===== config.mk =====
export PLATFORM = sky130hd
export DESIGN_NAME = divisor_frecuencia_multicanal
export DESIGN_NICKNAME = d
export VERILOG_FILES = /design/src/rtl/divisor_frecuencia_multicanal.sv
export SDC_FILE = /design/constraint.sdc
export NUM_CORES = 1
export LEC_CHECK = 0
export ABC_AREA = 1
export CORE_AREA = 4 4 198 200
export CTS_BUF_LIST = sky130_fd_sc_hd__clkbuf_8 sky130_fd_sc_hd__clkbuf_16
export CTS_CLUSTER_SIZE = 8
export DETAILED_ROUTE_END_ITERATION = 12
export DIE_AREA = 0 0 202 204
export PLACE_DENSITY = 0.71
export SYNTH_ARGS = -nofsm -noshare
export SYNTH_HDL_FRONTEND = slang
export SYNTH_SLANG_ARGS = --single-unit

===== constraint.sdc =====
create_clock -name clk_in -period 2.9 [get_ports clk_in]
set_input_delay 0.435 -clock clk_in [delete_from_list [all_inputs] [get_ports clk_in]]
set_output_delay 0.435 -clock clk_in [all_outputs]
set_load 0.01 [all_outputs]

===== src/rtl/divisor_frecuencia_multicanal.sv =====
// -----------------------------------------------------------------------------
// divisor_frecuencia_multicanal
//
// Multi-channel programmable clock/tick divider. Each channel counts clk_in
// cycles up to its half-period H and then wraps to 0 (the terminal event).
// In toggle mode clk_o inverts on every terminal event, giving a period of
// 2*(H+1) cycles. In pulse mode tick_o is high for the single cycle after each
// terminal event.
//
// New settings are written into a per-channel shadow register through a
// valid/ready port. They become active only at a safe point: a terminal
// event, a disabled cycle, or sync_i. Because of this, a period that has
// already started is never cut short.
//
// Ports
//   clk_in       system clock (single domain)
//   rst_i        synchronous active-high reset
//   en_i         per-channel run enable
//   sync_i       restarts every channel at phase 0 and applies pending configs
//   cfg_valid_i  configuration request
//   cfg_ready_o  selected channel has no unapplied configuration
//   cfg_ch_i     target channel; out-of-range values are accepted and dropped
//   cfg_half_i   new half-period H
//   cfg_mode_i   new mode (0 toggle, 1 pulse)
//   clk_o        registered divided clocks (toggle mode)
//   tick_o       registered one-cycle ticks (pulse mode)
//   pending_o    channel holds a configuration that is not yet active
// -----------------------------------------------------------------------------
module divisor_frecuencia_multicanal #(
    parameter int               NUM_CH   = 4,
    parameter int               CNT_W    = 32,
    parameter logic [CNT_W-1:0] HALF_RST = CNT_W'(2499999),
    parameter bit               MODE_RST = 1'b0,
    parameter int               CH_W     = (NUM_CH > 1) ? $clog2(NUM_CH) : 1
) (
    input  logic              clk_in,
    input  logic              rst_i,
    input  logic [NUM_CH-1:0] en_i,
    input  logic              sync_i,
    input  logic              cfg_valid_i,
    output logic              cfg_ready_o,
    input  logic [CH_W-1:0]   cfg_ch_i,
    input  logic [CNT_W-1:0]  cfg_half_i,
    input  logic              cfg_mode_i,
    output logic [NUM_CH-1:0] clk_o,
    output logic [NUM_CH-1:0] tick_o,
    output logic [NUM_CH-1:0] pending_o
);

    logic [CNT_W-1:0]  cnt      [NUM_CH];
    logic [CNT_W-1:0]  half_act [NUM_CH];
    logic [CNT_W-1:0]  half_shd [NUM_CH];
    logic [NUM_CH-1:0] mode_act;
    logic [NUM_CH-1:0] mode_shd;
    logic [NUM_CH-1:0] pending;
    logic [NUM_CH-1:0] clk_q;
    logic [NUM_CH-1:0] tick_q;

    logic [NUM_CH-1:0] sel;
    logic [NUM_CH-1:0] wr;
    logic [NUM_CH-1:0] term;
    logic [NUM_CH-1:0] load;

    // Channel decode. An out-of-range cfg_ch_i selects no channel. Ready then
    // reads 1 and the write goes nowhere.
    always_comb begin
        sel = '0;
        for (int k = 0; k < NUM_CH; k++) begin
            sel[k] = (cfg_ch_i == CH_W'(k));
        end
    end

    assign cfg_ready_o = ~|(sel & pending);

    always_comb begin
        wr   = sel & {NUM_CH{cfg_valid_i & cfg_ready_o}};
        term = '0;
        for (int k = 0; k < NUM_CH; k++) begin
            term[k] = en_i[k] & (cnt[k] == half_act[k]);
        end
        // Only configurations already pending are applied. A write in this
        // cycle cannot overlap with a load because ready excludes pending.
        load = pending & ({NUM_CH{sync_i}} | ~en_i | term);
    end

    always_ff @(posedge clk_in) begin
        if (rst_i) begin
            for (int k = 0; k < NUM_CH; k++) begin
                cnt[k]      <= '0;
                half_act[k] <= HALF_RST;
                half_shd[k] <= HALF_RST;
            end
            mode_act <= {NUM_CH{MODE_RST}};
            mode_shd <= {NUM_CH{MODE_RST}};
            pending  <= '0;
            clk_q    <= '0;
            tick_q   <= '0;
        end else begin
            for (int k = 0; k < NUM_CH; k++) begin
                if (wr[k]) begin
                    half_shd[k] <= cfg_half_i;
                    mode_shd[k] <= cfg_mode_i;
                    pending[k]  <= 1'b1;
                end else if (load[k]) begin
                    pending[k]  <= 1'b0;
                end

                if (load[k]) begin
                    half_act[k] <= half_shd[k];
                    mode_act[k] <= mode_shd[k];
                end

                if (sync_i || !en_i[k]) begin
                    // sync_i has priority over a terminal event in the same
                    // cycle, so no tick is produced on that cycle.
                    cnt[k]    <= '0;
                    clk_q[k]  <= 1'b0;
                    tick_q[k] <= 1'b0;
                end else if (term[k]) begin
                    cnt[k] <= '0;
                    if (load[k] && (mode_shd[k] != mode_act[k])) begin
                        // A mode switch starts the channel from a clean low level.
                        clk_q[k]  <= 1'b0;
                        tick_q[k] <= 1'b0;
                    end else if (mode_act[k]) begin
                        clk_q[k]  <= 1'b0;
                        tick_q[k] <= 1'b1;
                    end else begin
                        clk_q[k]  <= ~clk_q[k];
                        tick_q[k] <= 1'b0;
                    end
                end else begin
                    // Counter stays <= H because every load restarts it at 0.
                    cnt[k]    <= cnt[k] + CNT_W'(1);
                    tick_q[k] <= 1'b0;
                end
            end
        end
    end

    assign clk_o     = clk_q;
    assign tick_o    = tick_q;
    assign pending_o = pending;

endmodule


==> metrics, run 1 <==
outcome finished clean; worst skew pair latency 0.59 ns; Peak Freq 0.4141 GHz; setup bufs post-CTS 0; CTS resizes 0; placed cells 2,933; Switch Pwr 3.080 mW; largest net degree at the start of global routing 34; clk sinks 404; GPL Wtd Cong 0.9193; die area 41,210 µm²; CTS buffer count 56; via count 15,000; Remaining Overflow, GRT 0; Via density 4.937; Peak VDD IR 0.6105 mV; Leak 9.879 nW; Clock Root Buffer clkbuf_16; CP Data Required Time 2.47 ns; initial antenna violation count 0; Clk network pwr share 44.0%; part of the cycle the worst path needs 83.27%; TritonCTS clock tree yes; final core utilization 63.71%; # diodes 0; Worst Skew 0.02483 ns; Clk pin slew, worst setup/hold paths 0.05 ns; Seq cells post-synth 404; First DRT Iteration DRCs 1,235; worst hold margin 0.4831 ns; chip width 202 µm; CTS Hold Bufs 0; final cell count without fillers 3,038; # port buffers 55; Reg power frac 50.3%; Synth Cell Area 20,480 µm²; relative slew slack 38.83%; Final ANT Viol Nets 0; Synth warnings 0; CP startpoint kind flop; combinational power share 5.7%; RSZ-0062 raised after global routing false; wire per inst 15.38 µm; worst setup path category reg2out; CP max FO 7; Layout area overhead 16.35%; max-slew violation count 0; Internal 10.47 mW; die height 204 µm; Crit. End Element output pin; Max Cap Viol 0; DP HPWL 34.00 mm; Synth cell types 41; H-Tree Depth 2; CTS Buffer Depth 3; Hold Crit Class reg2reg; drt total wl 46.73 mm; DR DRC count 0; Critical Path AT 1.98 ns; Initial Util 54.76%; Nets 2,527; Seq/Total Area, Yosys 58.26%; # IOs 56; vias in the first global route 14,630; minimum clock period 2.415 ns; first-pass GRT wire length 75.24 mm; final setup vio count 0; share of cells above drive strength 1 7.242%; FP Rows 71; cell area power density 568.5 nW/µm²; cell count after synthesis 2,259; final setup TNS 0 ns; sw frac 22.74%; Core Area 37,400 µm²; Syn Area/Cell 9.066 µm²; TritonRoute pass-1 iters 5; global-route usage over all layers 22.97%; final hold vios 0; Slew @ Worst Pin 0.9091 ns
-- power by group through the flow --
stage	clock [mW]	sequential [mW]	combinational, mW
floorplan	0	6.86	0.511
global placement	0	6.92	0.753
detailed placement	0	6.93	0.767
CTS	6.06	6.81	0.774
global route	6.34	6.83	0.874
finish	5.96	6.81	0.776
-- state kept, by name, indices dropped and copies added, names as in the netlist --
name       count
half_act     128
pending_o      4
mode_act       4
tick_o         4
cnt          128
clk_o          4
half_shd     128
mode_shd       4
-- layout by cell type, fill, tap and decap left out, types with 3 or more instances in the layout --
| master | Yosys | layout |
|---|---|---|
| o22ai_1 | 3 | 3 |
| nand4_1 | 34 | 34 |
| or2_1 | 9 | 9 |
| nand2_1 | 532 | 532 |
| conb_1 | 1 | 128 |
| nor3_2 | 5 | 5 |
| buf_4 | 2 | 17 |
| nand3_2 | 13 | 13 |
| nand2_2 | 12 | 12 |
| xnor2_1 | 68 | 68 |
| nor2_1 | 377 | 377 |
| or2_2 | 18 | 18 |
| a21oi_1 | 39 | 39 |
| o21ai_1 | 3 | 3 |
| inv_1 | 382 | 427 |
| inv_2 | 13 | 13 |
| nor2_2 | 15 | 15 |
| nor2_4 | 13 | 13 |
| edfxtp_1 | 384 | 384 |
| clkdlybuf4s50_1 | 0 | 55 |
| nor3b_1 | 11 | 11 |
| xor2_1 | 49 | 49 |
| nor4_1 | 7 | 7 |
| nor3_1 | 75 | 75 |
| ha_1 | 4 | 4 |
| a31oi_1 | 3 | 3 |
| nand3_1 | 79 | 79 |
| buf_12 | 0 | 7 |
| nor3b_2 | 8 | 8 |
| dfxtp_1 | 20 | 20 |
| o21ai_0 | 29 | 29 |
| clkbuf_16 | 0 | 58 |
-- stage by stage --
stage | power [mW] | area, µm² | setup slack (ns)
3_3_place_gp | 7.673 | 22180 | 0.3859
5_1_grt | 14.05 | 23830 | 0.2814
3_5_place_dp | 7.693 | 22180 | 0.3578
4_1_cts | 13.65 | 23830 | 0.4635
6_report | 13.55 | 23830 | 0.4852
2_1_floorplan | 7.367 | 20960 | 0.5922
-- worst paths after layout --
kind / startpoint / to / slack, ns / depth (start not counted)
max reg2reg: cnt[3][26] / half_act[3][0] / 0.55 / 11
min reg2reg: clk_o[1] / clk_o[1] / 0.48 / 2
min: clk_o[1] / clk_o[1] / 0.48 / 2
max: pending_o[1] / cfg_ready_o / 0.49 / 4
-- cell type report --
cell class,count,area [µm²]
sequential,404,11930
inverter,396,1486
tap,511,639.4
clock inverter,46,185.2
fill,3064,13570
multi-input combinational,1543,7302
clock buffer,59,1465
timing repair buffer,79,818.3
-- Yosys cell counts, drive strengths merged --
master  count  area, µm²
nor3       80      425.4
and2        1      6.260
o31ai       1      7.510
xnor2      68      595.6
a31oi       3      18.77
a21oi      40      204.0
xor2       49      429.2
nor4        7      43.79
dfxtp      20      400.4
clkbuf      5      22.52
buf        38      214.0
nand2     545       2083
nand3      92      525.5
nand4      34      212.7
nor3b      19      182.7
or2        29      181.4
nor2      405       1655
edfxtp    384      11530
clkinv      1      3.750
inv       395       1483
o22ai       3      18.77
and3        1      6.260
ha          4      50.05
conb        1      3.750
nand3b      2      15.01
o21ai      32      160.1
-- cell families after synthesis --
logic type | Yosys count | share of synthesized area, %
and+or+nand+nor | 1215 | 26.06
buffers and inverters | 439 | 8.413
DFF | 404 | 58.26
xor gates and xnor gates | 117 | 5.004
AOI/OAI and AO/OA | 79 | 1.998
adders and majority gates | 4 | 0.2444
other | 1 | 0.01831
-- worst max-delay path, stage by stage (launching register included) --
cell and delay [ns]:
dfxtp_1 0.45, nand2_1 0.13, nand3_1 0.10, a21oi_2 0.13, clkdlybuf4s50_1 0.59
-- metal layers --
layer	up-vias	track usage [%]	share of wire, %
met2	440	38.76	48
li1	7507	-	-
met3	120	4.316	6.9
met1	6933	29.86	42
met4	0	8.447	3.3
met5	-	0	0
Note: power is estimated with default switching activity, not from simulation.
==> run 2: changes to the inputs <==
==> constraint.sdc (replaced) <==
create_clock -name clk_in -period 2.3 [get_ports clk_in]
set_input_delay 0.345 -clock clk_in [delete_from_list [all_inputs] [get_ports clk_in]]
set_output_delay 0.345 -clock clk_in [all_outputs]
set_load 0.01 [all_outputs]
==> run 2 against run 1 <==
  * Non-clock buffer count grew 37
  * Wire length grew 2.3%
  * Critical endpoint is now cnt[3][26]
  * Hold slack lost 0.014 ns
==> metrics, run 2 (synthesized netlist as in run 1, its figures left out) <==
outcome finished clean; Reg power frac 50.6%; CP max FO 5; Nets 2,564; global-route usage over all layers 23.35%; final setup TNS 0 ns; Crit. End Element flop; first-pass GRT wire length 76.49 mm; die height 204 µm; max-slew violation count 0; via count 15,220; # port buffers 55; DR DRC count 0; GPL Wtd Cong 0.9286; wire per inst 15.57 µm; DP HPWL 34.82 mm; Switch Pwr 3.907 mW; H-Tree Depth 2; # IOs 56; biggest regs cnt: 128 flops, half_act: 128 flops, half_shd: 128 flops; clk sinks 404; Remaining Overflow, GRT 0; worst skew pair latency 0.59 ns; TritonCTS clock tree yes; Layout area overhead 18.18%; Critical Path AT 2.61 ns; initial antenna violation count 0; commonest non-fill, non-tap cell in the layout nand2_1; minimum clock period 2.178 ns; Slew @ Worst Pin 0.4986 ns; die area 41,210 µm²; CTS Buffer Depth 3; Clk network pwr share 43.2%; Via density 4.956; Final ANT Viol Nets 0; Clk pin slew, worst setup/hold paths 0.05 ns; crit path launch cnt[3][0]; share of cells above drive strength 1 8.750%; Internal 13.07 mW; final setup vio count 0; largest net degree at the start of global routing 34; R2R Path Start cnt[3][0]; worst setup path category reg2reg; CP Data Required Time 2.73 ns; Worst Skew 0.01978 ns; drt total wl 47.80 mm; Clock Root Buffer clkbuf_16; Initial Util 54.76%; sw frac 23.01%; final hold vios 0; HP Start clk_o[1]; Core Area 37,400 µm²; Peak VDD IR 0.6437 mV; commonest non-fill, non-tap cells in the layout nand2_1 (531), inv_1 (424), edfxtp_1 (384); chip width 202 µm; CTS buffer count 56; part of the cycle the worst path needs 94.71%; vias in the first global route 15,090; Max Cap Viol 0; Hold Crit Class reg2reg; cell area power density 701.6 nW/µm²; Leak 10.08 nW; First DRT Iteration DRCs 1,240; combinational power share 6.2%; Peak Freq 0.4591 GHz; relative slew slack 66.51%; PnR Total Power 16.98 mW; CTS Hold Bufs 0; TritonRoute pass-1 iters 5; FP Rows 71; CP startpoint kind flop; # diodes 0
run 2: routing by layer:
| layer | vias to the layer above | part of all wire, % | GRT usage [%] |
|---|---|---|---|
| met5 | - | 0 | 0 |
| met4 | 0 | 2.9 | 8.105 |
| met3 | 101 | 7.2 | 4.586 |
| met2 | 482 | 48 | 38.98 |
| met1 | 7058 | 42 | 30.82 |
| li1 | 7580 | - | - |
run 2: worst paths after layout:
check                             endpoint  slack (ns)  depth (start not counted)
worst min-delay path              clk_o[1]        0.47                          2
worst max register to register  cnt[3][26]        0.12                          8
worst max-delay path            cnt[3][26]        0.12                          8
worst min register to register    clk_o[1]        0.47                          2
run 2: layout make-up:
class                   instances  area (µm²)
multi-input cells            1543        7330
inverters                     396        1489
well taps                     511       639.4
repair buffers                116        1224
flip-flops and latches        404       11930
clock buffers                  56        1401
clock inverters                45       187.7
fillers                      2969       13200
run 2: through the flow:
stage	utilization [%]	instance area [µm²]	hold WS (ns)	setup slack, ns	instances
after floorplan	-	20960	0.4741	0.01552	2386
after global placement	60.24	22530	0.4583	0.01279	2963
after detailed placement	60.24	22530	0.4576	-0.02184	2963
after CTS	64.49	24120	0.4677	0.03512	3064
after global routing	64.72	24200	0.4879	-0.006100	3071
final	64.72	24200	0.4688	0.1216	3071
run 2: what timing repair did:
| item | in CTS | in global routing |
|---|---|---|
| resized for setup | 1 | 8 |
| setup endpoints to repair | 1 | 95 |
| setup buffers | 0 | 7 |
| pin swaps | 0 | 3 |
| cloned | 0 | 0 |
| hold endpoints to repair | 0 | 0 |
run 2: power groups by stage:
stage | Clock, mW | Combinational [mW] | Sequential (mW)
floorplan | 0 | 0.644 | 8.64
global placement | 0 | 1.01 | 8.72
detailed placement | 0 | 1.03 | 8.72
CTS | 7.46 | 1.04 | 8.58
global route | 7.81 | 1.18 | 8.61
finish | 7.34 | 1.05 | 8.58
run 2: critical path: stages (launching register included):
cell and delay (ns):
edfxtp_1 0.42, ha_1 0.24, nand3_2 0.18, nor2_2 0.19
nand3_1 0.14, nor2_4 0.16, nand4_1 0.28, o21ai_1 0.22
nor3b_2 0.20
